### src/rtl/ex_muldiv.sv
// ---------------------------------------------------------------------------
// ex_muldiv -- iterative RV32M multiply/divide execute unit
//
// Sits beside the single-cycle ALU in EX. One operation is accepted per start
// pulse while idle; the unit then iterates one radix-2 step per clock on a
// 2*XLEN accumulator (shift-add for multiplies, restoring shift-subtract for
// divides) and returns the sign-corrected result on a one-cycle done pulse.
// Divide-by-zero and signed overflow are resolved without iterating.
//
// Ports
//   clk       in   clock, rising edge
//   rst       in   asynchronous active-low reset
//   start_i   in   operation request, sampled only in IDLE
//   op_i      in   funct3: MUL, MULH, MULHSU, MULHU, DIV, DIVU, REM, REMU
//   reg1_i    in   rs1 value (multiplicand / dividend)
//   reg2_i    in   rs2 value (multiplier / divisor)
//   wd_i      in   destination register
//   wreg_i    in   write-enable tag
//   flush_i   in   branch flush, cancels any operation in progress
//   busy_o    out  stall request to the pipeline controller
//   done_o    out  one-cycle result-valid pulse
//   wdata_o   out  result (holds until the next completion)
//   wd_o      out  destination register captured at start
//   wreg_o    out  captured write enable, qualified by done_o
// ---------------------------------------------------------------------------
module ex_muldiv #(
   parameter int XLEN      = 32,
   parameter int REGADDR_W = 5
) (
   input  logic                 clk,
   input  logic                 rst,
   input  logic                 start_i,
   input  logic [2:0]           op_i,
   input  logic [XLEN-1:0]      reg1_i,
   input  logic [XLEN-1:0]      reg2_i,
   input  logic [REGADDR_W-1:0] wd_i,
   input  logic                 wreg_i,
   input  logic                 flush_i,
   output logic                 busy_o,
   output logic                 done_o,
   output logic [XLEN-1:0]      wdata_o,
   output logic [REGADDR_W-1:0] wd_o,
   output logic                 wreg_o
);

   localparam int CNT_W = $clog2(XLEN) + 1;

   localparam logic [2:0] OP_MUL    = 3'b000;
   localparam logic [2:0] OP_MULH   = 3'b001;
   localparam logic [2:0] OP_MULHSU = 3'b010;
   localparam logic [2:0] OP_DIV    = 3'b100;
   localparam logic [2:0] OP_REM    = 3'b110;

   localparam logic [XLEN-1:0] MIN_VAL  = {1'b1, {(XLEN-1){1'b0}}};
   localparam logic [XLEN-1:0] ONES_VAL = {XLEN{1'b1}};

   typedef enum logic [1:0] {
      S_IDLE = 2'd0,
      S_RUN  = 2'd1,
      S_DONE = 2'd2
   } state_t;

   state_t                state_reg, state_next;
   logic [CNT_W-1:0]      cnt_reg;
   logic [2*XLEN-1:0]     acc_reg;
   logic [XLEN-1:0]       b_reg;
   logic [2:0]            op_reg;
   logic                  neg_reg;
   logic [REGADDR_W-1:0]  wd_reg;
   logic                  wreg_reg;
   logic [XLEN-1:0]       wdata_reg;

   // ------------------------------------------------------------------------
   // Accept-time decode: operand magnitudes, result sign and fast-path result
   // ------------------------------------------------------------------------
   logic                  accept;
   logic                  a_signed, b_signed;
   logic                  a_neg, b_neg;
   logic [XLEN-1:0]       a_abs, b_abs;
   logic                  neg_in;
   logic                  div_zero, div_ovf, fast;
   logic [XLEN-1:0]       fast_result;

   assign accept = (state_reg == S_IDLE) && start_i && !flush_i;

   always_comb begin
      a_signed = (op_i == OP_MULH) || (op_i == OP_MULHSU) ||
                 (op_i == OP_DIV)  || (op_i == OP_REM);
      b_signed = (op_i == OP_MULH) || (op_i == OP_DIV) || (op_i == OP_REM);
      a_neg    = a_signed && reg1_i[XLEN-1];
      b_neg    = b_signed && reg2_i[XLEN-1];
      a_abs    = a_neg ? -reg1_i : reg1_i;
      b_abs    = b_neg ? -reg2_i : reg2_i;

      // Remainders follow the dividend; products and quotients are negative
      // when exactly one signed operand is negative.
      if (op_i[2] && op_i[1])
         neg_in = a_neg;
      else
         neg_in = a_neg ^ b_neg;

      div_zero = op_i[2] && (reg2_i == '0);
      // Only the signed forms (DIV, REM) have op_i[0] clear.
      div_ovf  = op_i[2] && !op_i[0] && (reg1_i == MIN_VAL) && (reg2_i == ONES_VAL);
      fast     = div_zero || div_ovf;

      fast_result = '0;
      if (div_zero)
         fast_result = op_i[1] ? reg1_i : ONES_VAL;
      else if (div_ovf)
         fast_result = op_i[1] ? '0 : reg1_i;
   end

   // ------------------------------------------------------------------------
   // One radix-2 iteration step and final sign correction / selection
   // ------------------------------------------------------------------------
   logic [XLEN:0]         mul_sum;
   logic [XLEN:0]         rem_sh;
   logic [XLEN:0]         diff;
   logic [2*XLEN-1:0]     acc_next;
   logic [2*XLEN-1:0]     prod_fix;
   logic [XLEN-1:0]       div_word, div_fix;
   logic [XLEN-1:0]       result;
   logic                  last_step;

   assign last_step = (cnt_reg == CNT_W'(XLEN - 1));

   always_comb begin
      // Multiply: add the multiplicand into the high half when the current
      // multiplier bit (acc LSB) is set, then shift the whole accumulator
      // right; the carry lands in the top bit.
      mul_sum = {1'b0, acc_reg[2*XLEN-1:XLEN]} +
                (acc_reg[0] ? {1'b0, b_reg} : {(XLEN+1){1'b0}});

      // Divide: shift the partial remainder left pulling in the next dividend
      // bit; subtract the divisor and keep the difference only if it did not
      // go negative. Quotient bits shift into the low half.
      rem_sh = {acc_reg[2*XLEN-1:XLEN], acc_reg[XLEN-1]};
      diff   = rem_sh - {1'b0, b_reg};

      if (op_reg[2]) begin
         if (diff[XLEN])
            acc_next = {rem_sh[XLEN-1:0], acc_reg[XLEN-2:0], 1'b0};
         else
            acc_next = {diff[XLEN-1:0], acc_reg[XLEN-2:0], 1'b1};
      end else begin
         acc_next = {mul_sum, acc_reg[XLEN-1:1]};
      end

      // The full double-width product is negated so the high half receives
      // the borrow from the low half.
      prod_fix = neg_reg ? -acc_next : acc_next;
      div_word = op_reg[1] ? acc_next[2*XLEN-1:XLEN] : acc_next[XLEN-1:0];
      div_fix  = neg_reg ? -div_word : div_word;

      if (op_reg[2])
         result = div_fix;
      else if (op_reg == OP_MUL)
         result = prod_fix[XLEN-1:0];
      else
         result = prod_fix[2*XLEN-1:XLEN];
   end

   // ------------------------------------------------------------------------
   // FSM: state register
   // ------------------------------------------------------------------------
   always_ff @(posedge clk or negedge rst) begin
      if (!rst)
         state_reg <= S_IDLE;
      else
         state_reg <= state_next;
   end

   // ------------------------------------------------------------------------
   // FSM: next-state logic (flush returns to IDLE from anywhere)
   // ------------------------------------------------------------------------
   always_comb begin
      state_next = state_reg;
      case (state_reg)
         S_IDLE: begin
            if (accept)
               state_next = fast ? S_DONE : S_RUN;
         end
         S_RUN: begin
            if (last_step)
               state_next = S_DONE;
         end
         S_DONE:  state_next = S_IDLE;
         default: state_next = S_IDLE;
      endcase
      if (flush_i)
         state_next = S_IDLE;
   end

   // ------------------------------------------------------------------------
   // FSM: outputs
   // ------------------------------------------------------------------------
   always_comb begin
      busy_o  = (state_reg == S_RUN) || accept;
      done_o  = (state_reg == S_DONE) && !flush_i;
      wreg_o  = done_o && wreg_reg;
      wdata_o = wdata_reg;
      wd_o    = wd_reg;
   end

   // ------------------------------------------------------------------------
   // Datapath registers
   // ------------------------------------------------------------------------
   always_ff @(posedge clk or negedge rst) begin
      if (!rst) begin
         cnt_reg   <= '0;
         acc_reg   <= '0;
         b_reg     <= '0;
         op_reg    <= '0;
         neg_reg   <= 1'b0;
         wd_reg    <= '0;
         wreg_reg  <= 1'b0;
         wdata_reg <= '0;
      end else if (accept) begin
         cnt_reg   <= '0;
         acc_reg   <= {{XLEN{1'b0}}, a_abs};
         b_reg     <= b_abs;
         op_reg    <= op_i;
         neg_reg   <= neg_in;
         wd_reg    <= wd_i;
         wreg_reg  <= wreg_i;
         if (fast)
            wdata_reg <= fast_result;
      end else if ((state_reg == S_RUN) && !flush_i) begin
         acc_reg <= acc_next;
         cnt_reg <= cnt_reg + CNT_W'(1);
         if (last_step)
            wdata_reg <= result;
      end
   end

endmodule

### config.mk
export PLATFORM = sky130hd
export DESIGN_NAME = ex_muldiv
export DESIGN_NICKNAME = d
export VERILOG_FILES = /design/src/rtl/ex_muldiv.sv
export SDC_FILE = /design/constraint.sdc
export NUM_CORES = 1
export LEC_CHECK = 0
export ABC_AREA = 1
export BUFFER_PORTS_ARGS = -buffer_cell sky130_fd_sc_hd__buf_2
export CAP_MARGIN = 20
export CORE_AREA = 2 2 307 157
export DETAILED_ROUTE_END_ITERATION = 12
export DIE_AREA = 0 0 309 159
export PLACE_DENSITY = 0.63
export SLEW_MARGIN = 20
export SYNTH_ARGS = -nofsm -noshare
export SYNTH_HDL_FRONTEND = slang
export SYNTH_SLANG_ARGS = --single-unit
### constraint.sdc
create_clock -name clk -period 4.7 [get_ports clk]
set_clock_uncertainty 0.15 [all_clocks]
set_input_delay 0.47 -clock clk [delete_from_list [all_inputs] [get_ports clk]]
set_output_delay 0.47 -clock clk [all_outputs]
set_load 0.01 [all_outputs]
# --- Word level (Yosys, flattened, before mapping) ---
# Index checks and enable logic that the tools add are counted.
word_totals:
  wordCells: 85
  regBits: 146
  output_inout_bits: 40
  inputBits: 77
op_classes:
  n_reduce_logical: 28
  mux: 28
  eq_ne: 12
  addsub: 7
  bitwise: 1
ops:
  columns: ["op", "n"]
  rows:
  - ["32-bit two-way mux", 15]
  - ["64-bit two-way mux", 5]
  - ["32-bit negation", 3]
  - ["32-bit == test (second input constant)", 2]
  - ["64-bit negation", 1]
  - ["32-bit by 32-bit adder with 33-bit output", 1]
  - ["33-bit by 32-bit subtractor with 33-bit output", 1]
  - ["32-bit logical NOT", 1]
  - ["1-bit logical AND", 12]
  - ["6-bit two-way mux", 2]
  - ["2-bit two-way mux", 4]
  - ["1-bit logical OR", 7]
  - ["6-bit by 1-bit adder with 6-bit output (second input constant)", 1]
  - ["3-bit == test (second input constant)", 2]
  - ["6-bit by 5-bit == test with 1-bit output (second input constant)", 1]
  - ["3-bit != test (second input constant)", 2]
  - ["2-bit case mux with 2 select lines", 1]
  - ["2-bit nonzero test", 2]
  - ["3-bit by 1-bit == test with 1-bit output (second input constant)", 1]
  - ["3-bit by 2-bit == test with 1-bit output (second input constant)", 1]
  - ["3-bit logical NOT", 1]
  - ["3-bit AND reduction", 1]
  - ["2-bit by 1-bit == test with 1-bit output (second input constant)", 1]
  - ["2-bit == test (second input constant)", 1]
  - ["other kinds (6)", 7]

# --- Longest topological paths before layout ---
depth:
  depth_word: 10
  mapped_depth: 38
  ltp_nobuf: 38

# --- Least setup slack after synthesis ---
# OpenSTA, ideal clock, no wires.
synth_timing:
  path_type: "reg2reg"
  startpoint: "register acc_reg[31]"
  endpoint: "register wdata_reg[28] (netlist: wdata_o[28])"
  setup_ns: 0.122
  required_ns: 4.428
  path_stages_with_launch: 38
  setup_slack_ns: 0.727
  arrival_ns: 3.701
  path_buffers: 0
  synth_period_minus_slack_ns: 3.973
  path_cell_list: "dfrtp_1 -> inv_1 -> ha_1 -> inv_1 -> fa_1 -> nand2_1 -> nand2_1 -> nand3_1 -> nand2_2 -> nand2_1 -> nand2_2 -> nand2_4 -> nand2_4 -> nand2_4 -> nand2_4 -> nand2_2 -> nand2_2 -> inv_2 -> (+2 left out) -> nor2_1 -> nand3_1 -> nor3_2 -> nand4_1 -> nor2_1 -> nand3_1 -> nor2_1 -> nand2_1 -> nor2_1 -> nand3_1 -> nand2_1 -> nand2_1 -> nand2_1 -> nand3_1 -> nand2_1 -> nand2_1 -> nand2_1 -> a21oi_2"
synth_via:
  elab_chain_len: 10
  word_cells_on_any_way: 13
  classes_between: "add/sub (3); mux (10)"
synth_lines:
  columns: ["item", "line_no", "rtl"]
  rows:
  - ["start, declared", "65", "logic [2*XLEN-1:0] acc_reg;"]
  - ["start signal, assigned", "221", "acc_reg <= {{XLEN{1'b0}}, a_abs};"]
  - ["start signal, assigned", "230", "acc_reg <= acc_next;"]
  - ["33-bit by 32-bit subtractor with 33-bit output", "139", "diff = rem_sh - {1'b0, b_reg};"]
  - ["64-bit two-way mux", "142", "if (diff[XLEN])"]
  - ["64-bit two-way mux (*)", "141", "if (op_reg[2]) begin"]
  - ["64-bit negation or 32-bit two-way mux (tied branches)", "152, 153", null]
  - ["64-bit two-way mux or 32-bit negation (tied branches)", "152, 154", null]
  - ["32-bit two-way mux, on equally long branches", "158, 154", null]
  - ["32-bit two-way mux (*)", "156", "if (op_reg[2])"]
  - ["32-bit two-way mux (*)", "232", "if (last_step)"]
  - ["32-bit two-way mux (*)", "229", "end else if ((state_reg == S_RUN) && !flush_i) begin"]
  - ["32-bit two-way mux (*)", "219", "end else if (accept) begin"]
  - ["end signal, assigned", "228", "wdata_reg <= fast_result;"]
  - ["end signal, assigned", "233", "wdata_reg <= result;"]
  - ["end, declared", "71", "logic [XLEN-1:0] wdata_reg;"]
# Every way passes the cells marked *; elsewhere a longest branch is shown, timed or not. The select of a mux whose other input is x is not followed.
# A chain may end at the register's enable or synchronous reset.

# --- Final worst setup path ---
layout_timing:
  startpoint: "register acc_reg[0]"
  endpoint: "register wdata_reg[24] (netlist: wdata_o[24])"
layout_via:
  elab_chain_len: 10
  word_cells_on_any_way: 14
  classes_between: "add/sub (3); mux (11)"
layout_lines:
  columns: ["item", "line_no", "rtl"]
  rows:
  - ["32-bit two-way mux", "133", "(acc_reg[0] ? {1'b0, b_reg} : {(XLEN+1){1'b0}});"]
  - ["32-bit by 32-bit adder with 33-bit output", "132", "mul_sum = {1'b0, acc_reg[2*XLEN-1:XLEN]} +"]
  - ["64-bit two-way mux (*)", "141", null]
  - ["64-bit negation or 32-bit two-way mux (tied branches)", "152, 153", null]
  - ["64-bit two-way mux or 32-bit negation (tied branches)", "152, 154", null]
  - ["32-bit two-way mux, on equally long branches", "158, 154", null]
  - ["32-bit two-way mux (*)", "156", null]
  - ["32-bit two-way mux (*)", "232", null]
  - ["32-bit two-way mux (*)", "229", null]
  - ["32-bit two-way mux (*)", "219", null]
# Marks and branches as above.

==> flow_summary.yaml <==
final_layout:
  largest_reg_flops: 64
  utilization_pct: 45.3
  syn2layout_area_growth_pct: 14.5
  layout-drive-gt1-share_pct: 12.9
  fin_cells: 4043
  nNetsFinal: 3540
global_routing:
  grt_pass1_vias: 19400
  grt_max_degree: 77
  use_met2_pct: 36.7
  top_usage_layer: "met1"
  gr-total-overflow: 0
  antenna_found_initial: 1
  grt_pass1_wl_um: 129000
  grt.met1_usage_pct: 55.1
  grt_usage_pct: 35.5
  use_met3_pct: 26.5
routing:
  wl_per_cell_um: 22.0
  drt_iter0_drc: 3429
  wirelength_um: 89100
  vias_per_cell: 5.56
  vias: 22500
  drc: 0
  route.antenna.remaining_nets: 0
  first_pass_iters: 7
worst_setup_path:
  worstPathArrival_ns: 4.79
  crit_path_end_kind: "flop"
  reg2reg_to: "wdata_o[24]$_DFFE_PN0P_"
  worstPathRequired_ns: 4.95
  reg2reg_slack_ns: 0.16
  crit-reg2reg-launch: "acc_reg[0]$_DFFE_PN0P_"
  cp_max_fo: 20
  setup.worst_path.start_class: "flop"
  crit_start: "acc_reg[0]$_DFFE_PN0P_"
  path_class: "flop to flop"
  reg2regPathDepth: 24
synthesis:
  synth_nets: 3387
  synth.area.mux_share_pct: 0
  syn_inst: 3238
  synth_compound_area_share_pct: 15.3
  synth_simple_gate_area_share_pct: 42.8
  synth.distinct_cells: 53
  synth_seq_area_share_pct: 19.9
  synth-xor-area-share_pct: 4.20
  synth_top_family_by_area: "simple AND/OR/NAND/NOR gates"
  synth_warnings: 0
  synthAdderAreaFrac_pct: 4.99
  synth_area_mm2: 0.0184
  syn-mean-instance-area_um2: 5.67
  ys_ff_latch: 146
clocking:
  cts.sinks: 146
  cts_root_buf: "clkbuf_16"
  cts_tree: "yes"
  clk-insertion-delay-late_ns: 0.48
  cts_buffers: 17
  clk_path_buf_depth: 2
  path_clk_slew_ns: 0.07
  htree_levels: 4
timing:
  finalHoldViolations: 0
  worst_pin_slew_ns: 1.16
  clock.fmax_mhz: 220
  min_period_ns: 4.54
  period_share_pct: 96.6
  maxSlewViolCount: 0
  relSlewSlack_pct: 22.7
  finalSetupViolCount: 0
worst_hold_path:
  hp-class: "primary input to flop"
  worstHoldStart: "wd_i[4]"
  worstHoldEndpoint: "wd_o[4]$_DFFE_PN0P_"
  hold_depth: 3
floorplanning:
  die_y_um: 159
  dieArea_mm2: 0.0491
  initial_core_util_pct: 39.6
  io-pin-count: 117
  coreArea_mm2: 0.0464
  row_count: 56
  die_w_um: 309
outcome:
  status: "finished, final reports clean"
place:
  gp_congestion: 1.08
  dp_hpwl_um: 72600
  port_buffers: 116
  dp.cells: 4002
pwr:
  ir_worst_vdd_mv: 0.361
  power.leakage_nw: 11.3
  power_density_mw_per_mm2: 639
  total_power_mw: 13.4
job:
  drv_cap: 0
-- per-stage QoR --
step                      hold WS, ns  instance area, µm²  setup WS (ns)  setup TNS (ns)
after global routing           0.0431               21000        -0.0228         -0.0281
after floorplan                0.0244               18400          0.727               0
after global placement          0.311               20200          0.183               0
final                          0.0438               21000          0.158               0
after detailed placement        0.307               20200         0.0263               0
after CTS                      0.0317               20800         0.0395               0
-- report_power, final --
group | internal [mW] | leakage, nW | total (mW) | switching (mW)
sequential | 1.56 | 1.84 | 1.92 | 0.357
combinational | 3.03 | 9.20 | 10.1 | 7.06
clock | 0.708 | 0.262 | 1.44 | 0.729
total | 5.30 | 11.3 | 13.4 | 8.15
-- layout by cell type (no fill, tap or decap), drive strengths merged, types with 8 or more instances in the layout --
cell,count
a31oi,10
ha,70
clkbuf,18
o21a,8
or2,21
nor3,50
nor2,330
a21boi,12
xor2,74
o21bai,8
nand3b,17
nor4,12
dfrtp,146
buf,243
a21o,9
nand3,304
o211ai,15
a21oi,139
xnor2,14
o21ai,284
o22ai,18
inv,500
nand4,42
nand2,1031
-- layout make-up --
cell class,instances,area [µm²]
Antenna cell,1,2.50
Clock inverter,14,120
Clock buffer,18,439
Inverter,493,1850
Multi-Input combinational cell,2489,12500
Fill cell,5149,25400
Tap cell,638,798
Timing Repair Buffer,244,1600
Sequential cell,146,3660
-- how the worst max path moves through the flow --
stage                     cells past startpoint                 endpoint
final                                        24  wdata_o[24]$_DFFE_PN0P_
after global routing                         35  wdata_o[16]$_DFFE_PN0P_
after CTS                                    33  wdata_o[14]$_DFFE_PN0P_
after detailed placement                     36  wdata_o[28]$_DFFE_PN0P_
after global placement                       36  wdata_o[28]$_DFFE_PN0P_
after floorplan                              37  wdata_o[28]$_DFFE_PN0P_
-- timing repair --
item / in CTS / in global routing
setup endpoints to repair: 1 / 26
hold endpoints to repair: 70 / 0
pin swaps: 0 / 12
buffers inserted: 0 / 7
hold buffers: 1 / 0
gates resized for setup: 1 / 45
-- logic make-up after synthesis --
group	count (synthesis)
simple gates	1814
buf+inv	603
compound gates	515
flops	146
xor+xnor	88
fa+ha+maj	72
-- metal layers --
| layer | routed length, µm | vias up |
|---|---|---|
| li1 | - | 10700 |
| met1 | 41700 | 10200 |
| met2 | 27100 | 1569 |
| met3 | 19500 | 79 |
| met4 | 811 | 0 |
| met5 | 0 | - |
-- critical path, stage by stage (launching register included) --
cell and delay [ns]:
dfrtp_1 0.48, buf_12 0.21, nand2_1 0.14, inv_1 0.07, ha_1 0.33, a21oi_1 0.23
o21ai_0 0.21, a21oi_1 0.16, nand2_1 0.12, buf_4 0.20, nand2_1 0.06, nand2_1 0.07
a21oi_1 0.11, o21ai_0 0.15, nand2_1 0.15, inv_1 0.10, nor2_1 0.23, nand2_1 0.18
nor2_1 0.29, nand3_2 0.24, nand3_1 0.13, nand3_1 0.09, nand2_1 0.11, nand3_1 0.08
a21oi_1 0.14
-- cell usage after synthesis (all sizes together) --
| cell type | instances | area share (%) |
|---|---|---|
| nand2 | 1031 | 22 |
| inv | 491 | 10 |
| nor2 | 330 | 7.3 |
| nand3 | 304 | 8.7 |
| o21ai | 284 | 7.8 |
| dfrtp | 146 | 20 |
| a21oi | 139 | 3.9 |
| xor2 | 74 | 3.5 |
| clkbuf | 71 | 1.5 |
| ha | 70 | 4.8 |
| nor3 | 50 | 1.4 |
| nand4 | 42 | 1.4 |
| buf | 39 | 1.2 |
| or2 | 21 | 0.72 |
| o22ai | 18 | 0.61 |
| nand3b | 17 | 0.69 |
| o211ai | 15 | 0.61 |
| xnor2 | 14 | 0.67 |
| a21boi | 12 | 0.49 |
| nor4 | 12 | 0.44 |
| a31oi | 10 | 0.34 |
| a21o | 9 | 0.37 |
| o21a | 8 | 0.33 |
| o21bai | 8 | 0.33 |
| and2 | 5 | 0.17 |
| a2bb2oi | 4 | 0.19 |
| clkinv | 2 | 0.041 |
| fa | 2 | 0.22 |
| nor3b | 2 | 0.082 |
| o221ai | 2 | 0.095 |
| o31ai | 2 | 0.082 |
| a211oi | 1 | 0.041 |
| a22o | 1 | 0.048 |
| a32o | 1 | 0.055 |
| o41ai | 1 | 0.048 |
Power figures use the tool's default switching activity.
